### src/rtl/pipe_ctrl_if.sv
// Control bus between the hazard/stall controller and the datapath.
// With PIPE_CTRL_PERF_CNT_EN defined the bus also carries the perf counters.
interface pipe_ctrl_if;
  logic        LU_HAZ;
  logic        BR_TAKEN;
  logic        DMEM_REQ;
  logic        DMEM_ACK;
  logic        HALT_REQ;
  logic        PC_WE;
  logic        IFID_WE;
  logic        IDEX_BUBBLE;
  logic [1:0]  FLUSH;
  logic        STALL;
  logic        PREV_STALL;
  logic        HALTED;
  logic [2:0]  STATE;
`ifdef PIPE_CTRL_PERF_CNT_EN
  logic [31:0] STALL_CNT;
  logic [31:0] FLUSH_CNT;
`endif

  modport master (
    output LU_HAZ, BR_TAKEN, DMEM_REQ, DMEM_ACK, HALT_REQ,
    input  PC_WE, IFID_WE, IDEX_BUBBLE, FLUSH, STALL, PREV_STALL, HALTED, STATE
`ifdef PIPE_CTRL_PERF_CNT_EN
    , input STALL_CNT, FLUSH_CNT
`endif
  );

  modport slave (
    input  LU_HAZ, BR_TAKEN, DMEM_REQ, DMEM_ACK, HALT_REQ,
    output PC_WE, IFID_WE, IDEX_BUBBLE, FLUSH, STALL, PREV_STALL, HALTED, STATE
`ifdef PIPE_CTRL_PERF_CNT_EN
    , output STALL_CNT, FLUSH_CNT
`endif
  );
endinterface

### src/rtl/pipe_ctrl.sv
// Pipeline hazard controller: load-use stall, branch flush, data-memory wait, halt.
// Optional perf counters (STALL_CNT, FLUSH_CNT) enabled by PIPE_CTRL_PERF_CNT_EN.
module pipe_ctrl (
  input  logic       CLK,
  input  logic       RST,
  pipe_ctrl_if.slave bus
);
  localparam int unsigned CNT_W = 2;
  localparam int unsigned ST_W  = 3;

  typedef enum logic [ST_W-1:0] {
    S_RUN = 3'd0,
    S_LU  = 3'd1,
    S_BR  = 3'd2,
    S_MW  = 3'd3,
    S_HLT = 3'd4
  } state_t;

  state_t           state, state_nxt;
  logic [CNT_W-1:0] flush_cnt, flush_cnt_nxt;
  logic [CNT_W-1:0] saved_cnt, saved_cnt_nxt;
  logic             prev_stall;
  logic             br_entry_c;
  logic             mem_wait_c;

  logic             pc_we_c;
  logic             ifid_we_c;
  logic             bubble_c;
  logic [1:0]       flush_c;
  logic             stall_c;
  logic             halted_c;

  // State register
  always_ff @(posedge CLK or posedge RST) begin
    if (RST) begin
      state      <= S_RUN;
      flush_cnt  <= '0;
      saved_cnt  <= '0;
      prev_stall <= 1'b0;
    end else begin
      state      <= state_nxt;
      flush_cnt  <= flush_cnt_nxt;
      saved_cnt  <= saved_cnt_nxt;
      prev_stall <= stall_c;
    end
  end

  assign mem_wait_c = bus.DMEM_REQ & ~bus.DMEM_ACK;

  // Next-state logic; halt wins everywhere except an outstanding memory access
  always_comb begin
    state_nxt     = state;
    flush_cnt_nxt = flush_cnt;
    saved_cnt_nxt = saved_cnt;
    br_entry_c    = 1'b0;
    case (state)
      S_RUN: begin
        if (bus.HALT_REQ) begin
          state_nxt = S_HLT;
        end else if (mem_wait_c) begin
          state_nxt     = S_MW;
          saved_cnt_nxt = '0;
        end else if (bus.BR_TAKEN) begin
          state_nxt     = S_BR;
          flush_cnt_nxt = CNT_W'(2);
          br_entry_c    = 1'b1;
        end else if (bus.LU_HAZ) begin
          state_nxt = S_LU;
        end
      end
      S_LU: begin
        if (bus.HALT_REQ) begin
          state_nxt = S_HLT;
        end else if (mem_wait_c) begin
          state_nxt     = S_MW;
          saved_cnt_nxt = '0;
        end else begin
          state_nxt = S_RUN;
        end
      end
      S_BR: begin
        if (bus.HALT_REQ) begin
          state_nxt     = S_HLT;
          flush_cnt_nxt = '0;
        end else if (mem_wait_c) begin
          // This cycle's flush still happens; park only what remains after it
          state_nxt     = S_MW;
          saved_cnt_nxt = CNT_W'(flush_cnt - CNT_W'(1));
          flush_cnt_nxt = '0;
        end else if (flush_cnt == CNT_W'(2)) begin
          flush_cnt_nxt = CNT_W'(1);
        end else begin
          state_nxt     = S_RUN;
          flush_cnt_nxt = '0;
        end
      end
      S_MW: begin
        if (bus.DMEM_ACK) begin
          saved_cnt_nxt = '0;
          if (saved_cnt != '0) begin
            state_nxt     = S_BR;
            flush_cnt_nxt = saved_cnt;
          end else begin
            state_nxt = S_RUN;
          end
        end
      end
      S_HLT:   state_nxt = S_HLT;
      default: state_nxt = S_RUN;
    endcase
  end

  // Moore output decode from registered state and flush counter
  always_comb begin
    pc_we_c   = 1'b0;
    ifid_we_c = 1'b0;
    bubble_c  = 1'b0;
    flush_c   = 2'b00;
    stall_c   = 1'b0;
    halted_c  = 1'b0;
    case (state)
      S_RUN: begin
        pc_we_c   = 1'b1;
        ifid_we_c = 1'b1;
      end
      S_LU: begin
        bubble_c = 1'b1;
        stall_c  = 1'b1;
      end
      S_BR: begin
        pc_we_c   = 1'b1;
        ifid_we_c = 1'b1;
        flush_c   = (flush_cnt == CNT_W'(2)) ? 2'b11 :
                    (flush_cnt == CNT_W'(1)) ? 2'b01 : 2'b00;
      end
      S_MW:  stall_c = 1'b1;
      S_HLT: begin
        stall_c  = 1'b1;
        halted_c = 1'b1;
      end
      default: ;
    endcase
  end

  assign bus.PC_WE       = pc_we_c;
  assign bus.IFID_WE     = ifid_we_c;
  assign bus.IDEX_BUBBLE = bubble_c;
  assign bus.FLUSH       = flush_c;
  assign bus.STALL       = stall_c;
  assign bus.PREV_STALL  = prev_stall;
  assign bus.HALTED      = halted_c;
  assign bus.STATE       = state;

`ifdef PIPE_CTRL_PERF_CNT_EN
  localparam int unsigned PERF_W = 32;
  logic [PERF_W-1:0] stall_cnt;
  logic [PERF_W-1:0] flush_cnt_perf;

  // Halt cycles are not counted as stalls; counters wrap naturally
  always_ff @(posedge CLK or posedge RST) begin
    if (RST) begin
      stall_cnt      <= '0;
      flush_cnt_perf <= '0;
    end else begin
      if (stall_c && (state != S_HLT)) stall_cnt <= stall_cnt + PERF_W'(1);
      if (br_entry_c) flush_cnt_perf <= flush_cnt_perf + PERF_W'(1);
    end
  end

  assign bus.STALL_CNT = stall_cnt;
  assign bus.FLUSH_CNT = flush_cnt_perf;
`endif
endmodule

### src/flat_wrapper.sv
// flat-port wrapper written by rule: the top's interface ports become plain ports
module pipe_ctrl_flat 
  (CLK, RST, bus_LU_HAZ, bus_BR_TAKEN, bus_DMEM_REQ, bus_DMEM_ACK, bus_HALT_REQ, bus_PC_WE, bus_IFID_WE, bus_IDEX_BUBBLE, bus_FLUSH, bus_STALL, bus_PREV_STALL, bus_HALTED, bus_STATE);
  pipe_ctrl_if bus_i ();
  input  logic CLK;
  input  logic RST;
  input wire logic [$bits(bus_i.LU_HAZ)-1:0] bus_LU_HAZ;
  input wire logic [$bits(bus_i.BR_TAKEN)-1:0] bus_BR_TAKEN;
  input wire logic [$bits(bus_i.DMEM_REQ)-1:0] bus_DMEM_REQ;
  input wire logic [$bits(bus_i.DMEM_ACK)-1:0] bus_DMEM_ACK;
  input wire logic [$bits(bus_i.HALT_REQ)-1:0] bus_HALT_REQ;
  output wire logic [$bits(bus_i.PC_WE)-1:0] bus_PC_WE;
  output wire logic [$bits(bus_i.IFID_WE)-1:0] bus_IFID_WE;
  output wire logic [$bits(bus_i.IDEX_BUBBLE)-1:0] bus_IDEX_BUBBLE;
  output wire logic [$bits(bus_i.FLUSH)-1:0] bus_FLUSH;
  output wire logic [$bits(bus_i.STALL)-1:0] bus_STALL;
  output wire logic [$bits(bus_i.PREV_STALL)-1:0] bus_PREV_STALL;
  output wire logic [$bits(bus_i.HALTED)-1:0] bus_HALTED;
  output wire logic [$bits(bus_i.STATE)-1:0] bus_STATE;
  assign bus_i.LU_HAZ = bus_LU_HAZ;
  assign bus_i.BR_TAKEN = bus_BR_TAKEN;
  assign bus_i.DMEM_REQ = bus_DMEM_REQ;
  assign bus_i.DMEM_ACK = bus_DMEM_ACK;
  assign bus_i.HALT_REQ = bus_HALT_REQ;
  assign bus_PC_WE = bus_i.PC_WE;
  assign bus_IFID_WE = bus_i.IFID_WE;
  assign bus_IDEX_BUBBLE = bus_i.IDEX_BUBBLE;
  assign bus_FLUSH = bus_i.FLUSH;
  assign bus_STALL = bus_i.STALL;
  assign bus_PREV_STALL = bus_i.PREV_STALL;
  assign bus_HALTED = bus_i.HALTED;
  assign bus_STATE = bus_i.STATE;
  pipe_ctrl u_core (.CLK(CLK), .RST(RST), .bus(bus_i));
endmodule
### config.mk
export PLATFORM = sky130hd
export DESIGN_NAME = pipe_ctrl_flat
export DESIGN_NICKNAME = d
export VERILOG_FILES = /design/src/rtl/pipe_ctrl_if.sv /design/src/rtl/pipe_ctrl.sv /design/src/flat_wrapper.sv
export SDC_FILE = /design/constraint.sdc
export NUM_CORES = 1
export LEC_CHECK = 0
export BUFFER_PORTS_ARGS = -buffer_cell sky130_fd_sc_hd__buf_2
export CAP_MARGIN = 0
export CORE_ASPECT_RATIO = 1.2
export CORE_MARGIN = 2
export CORE_UTILIZATION = 35
export CTS_BUF_LIST = sky130_fd_sc_hd__clkbuf_4 sky130_fd_sc_hd__clkbuf_8
export DETAILED_ROUTE_END_ITERATION = 7
export MAX_ROUTING_LAYER = met4
export PLACE_DENSITY_LB_ADDON = 0.12
export SLEW_MARGIN = 30
export SYNTH_ARGS = -nofsm -noshare
export SYNTH_HDL_FRONTEND = slang
export SYNTH_SLANG_ARGS = --single-unit
### constraint.sdc
create_clock -name CLK -period 3.3 [get_ports CLK]
set_clock_uncertainty 0.1 [all_clocks]
set_input_delay 0.66 -clock CLK [delete_from_list [all_inputs] [get_ports CLK]]
set_output_delay 0.66 -clock CLK [all_outputs]
set_load 0.02 [all_outputs]
==> results_dict.tcl <==
set metrics [dict create \
    path_cells "or3b_2 > nor2_1 > buf_2" \
    ir_drop_uv 446 \
    syn_inst 58 \
    syn2layout_area_growth_pct 17.6 \
    worstSetupEndpointType "output port" \
    ctsHoldBuffers 0 \
    synth.area.mux_share 0.0769 \
    synth_edf_count 0 \
    regArea_um2 200 \
    drc_errors 0 \
    synth_commonest_cells "dfrtp_1 (8), nor2_1 (6), inv_1 (5), nand2_1 (5), nand2b_1 (3)" \
    totalNegativeSetupSlack_ps 0 \
    first_pass_iters 2 \
    post_cts_buffers 0 \
    ctsResizeCount 0 \
    gp_congestion 0.729 \
    tightestPinTransition_ps 375 \
    fp.dieW_um 40.3 \
    grt_usage 0.138 \
    clock-sinks 8 \
    n_fill_cell 164 \
    synth_top_family_by_area "simple AND/OR/NAND/NOR gates" \
    hp-class "in2async" \
    min_period_ps 2300 \
    final-hold-violation-count 0 \
    outcome "finished, final reports clean" \
    synth_compound_area_frac 0.188 \
    drive_above_1_share 0.378 \
    die_y_um 47.5 \
    ys_warn_count 0 \
    synth-simple-area-share 0.260 \
    wire_per_inst_um 12.7 \
    nNetsFinal 84 \
    core_area_um2 1460 \
    critPathTopFamily "simple AND/OR/NAND/NOR gates" \
    clockBufferDepth 2 \
    cp.required_ps 2540 \
    ys_ff_latch 8 \
    fmax_ghz 0.435 \
    drt-vias-per-instance 5.25 \
    p_per_area_nw_per_um2 772 \
    drt_first_iter_violations 2 \
    portBuffers 17 \
    antenna_cells 0 \
    overflow 0 \
    period_share 0.697 \
    start_util 0.378 \
    grt_pass1_wl_um 1660 \
    maxCapViolations 0 \
    ys_seq_area_frac 0.362 \
    synth_xor_area_frac 0 \
    whs_ps 247 \
    slew_violations 0 \
    hpwl_um 914 \
    fin_util 0.444 \
    io-pin-count 18 \
    worstPathMaxFanout 13 \
    synth_top_area_cell "dfrtp_1" \
    die_area_um2 1920 \
    rows 15 \
    crit_slowest_cell "dfrtp_1" \
    synthFlopType "dfrtp_1" \
    synth.distinct_cells 32 \
    maxSlewHeadroom 0.750 \
    finalSetupViolCount 0 \
    synthTopCellsByArea "dfrtp_1 (36%), mux2_2 (4.1%), nor2_1 (4.1%)" \
    p_comb_frac 0.505 \
    sequentialPowerShare 0.356 \
    cp_num_cells 3 \
    synthesis.area_um2 553 \
    syn-num-nets 66 \
    yosysMostFrequentCell "dfrtp_1" \
    htreeDepth 1 \
    reg2reg_slack_ps 1680 \
    ant_nets 0 \
    cp_slowest_stage_delay_ps 530 \
    multiInputGateArea_um2 303 \
    grt_pass1_vias 396 \
    yosysTopAreaCellShare 0.362 \
    worstSkewPairLatency_ps 240 \
    antenna_found_initial 0 \
    post-layout-total-power_mw 0.502 \
    synth_area_per_cell_um2 9.54 \
    critical_path_class "reg2out" \
    drt_wl_total_um 1150 \
    async_flop_share 1.00 \
    switching_share 0.454 \
    cts.clk_slew.worst_paths_ps 50 \
    cts-buffers-inserted 3 \
    startpoint_type "flop" \
    synth_adder_area_share 0.0226 \
    r2r_cells 3 \
    rsz0062_at_grt "no" \
    intPower_mw 0.274 \
    cp.arrival_ps 1540 \
    cts_root_buffer "clkbuf_4" \
    crit_buf_inv 1 \
    grt_max_degree 15 \
    netSwitchingPower_mw 0.228 \
    p_leak_nw 0.321 \
    cts_tree "built" \
    p_clk_frac 0.140 \
    vias 478 \
]
[flip-flops by register name, summed over array words and instances (netlist names)]
register,flops
u_core.bus.STATE,3
u_core.flush_cnt,2
u_core.saved_cnt,2
u_core.bus.PREV_STALL,1
[final cells by class]
type | count | area share
inverter | 5 | 0.0288
sequential | 8 | 0.308
multi-input combinational | 41 | 0.465
clock buffer | 3 | 0.0346
timing repair buffer | 17 | 0.131
tap | 17 | 0.0327
[power by group through the flow]
stage                     logic (mW)  registers (mW)  clock network (mW)
final                          0.253           0.179              0.0701
after global routing           0.276           0.187              0.0782
after CTS                      0.258           0.178              0.0757
after detailed placement       0.256           0.180                   0
after global placement         0.257           0.179                   0
after floorplan                0.199           0.177                   0
[cell usage in the layout, fill, tap and decap left out, drive strengths merged, types with 2 or more instances in the layout]
master / count
dfrtp: 8
mux2i: 2
buf: 17
clkbuf: 3
or3b: 2
nand2b: 3
mux2: 2
a211o: 2
nor3b: 2
nand2: 5
nor2: 6
inv: 5
[through the flow]
stage          setup slack (ps)  cells  cell area (um^2)
2_1_floorplan              1140     58               553
3_3_place_gp               1280     88               628
3_5_place_dp               1270     88               628
4_1_cts                     991     91               651
5_1_grt                     926     91               651
6_report                   1000     91               651
[per-layer routing]
metal | global-route usage | share of wire | vias to the layer above
li1 | - | - | 242
met1 | 0.172 | 0.47 | 221
met2 | 0.194 | 0.45 | 13
met3 | 0.0140 | 0.062 | 2
met4 | 0.120 | 0.012 | 0
met5 | - | 0 | -
[logic make-up (layout without fill, tap and decap cells)]
kind of cell / Yosys count / after routing
simple gates: 24 / 24
compound gates: 12 / 12
mux: 4 / 4
buf+inv: 9 / 25
flops: 8 / 8
fa+ha+maj: 1 / 1
[final timing paths]
path                                                    to                             from
max                                           bus_FLUSH[0]  u_core.bus.STATE[1]$_DFFE_PP0P_
min                        u_core.saved_cnt[1]$_DFFE_PP0P_                              RST
max reg2reg                u_core.saved_cnt[0]$_DFFE_PP0P_  u_core.bus.STATE[0]$_DFFE_PP0P_
min reg2reg                u_core.flush_cnt[1]$_DFFE_PP0P_  u_core.flush_cnt[1]$_DFFE_PP0P_
max in group asynchronous  u_core.bus.STATE[2]$_DFFE_PP0P_                              RST
min in group CLK           u_core.flush_cnt[1]$_DFFE_PP0P_  u_core.flush_cnt[1]$_DFFE_PP0P_
(Power assumes the default switching activity.)
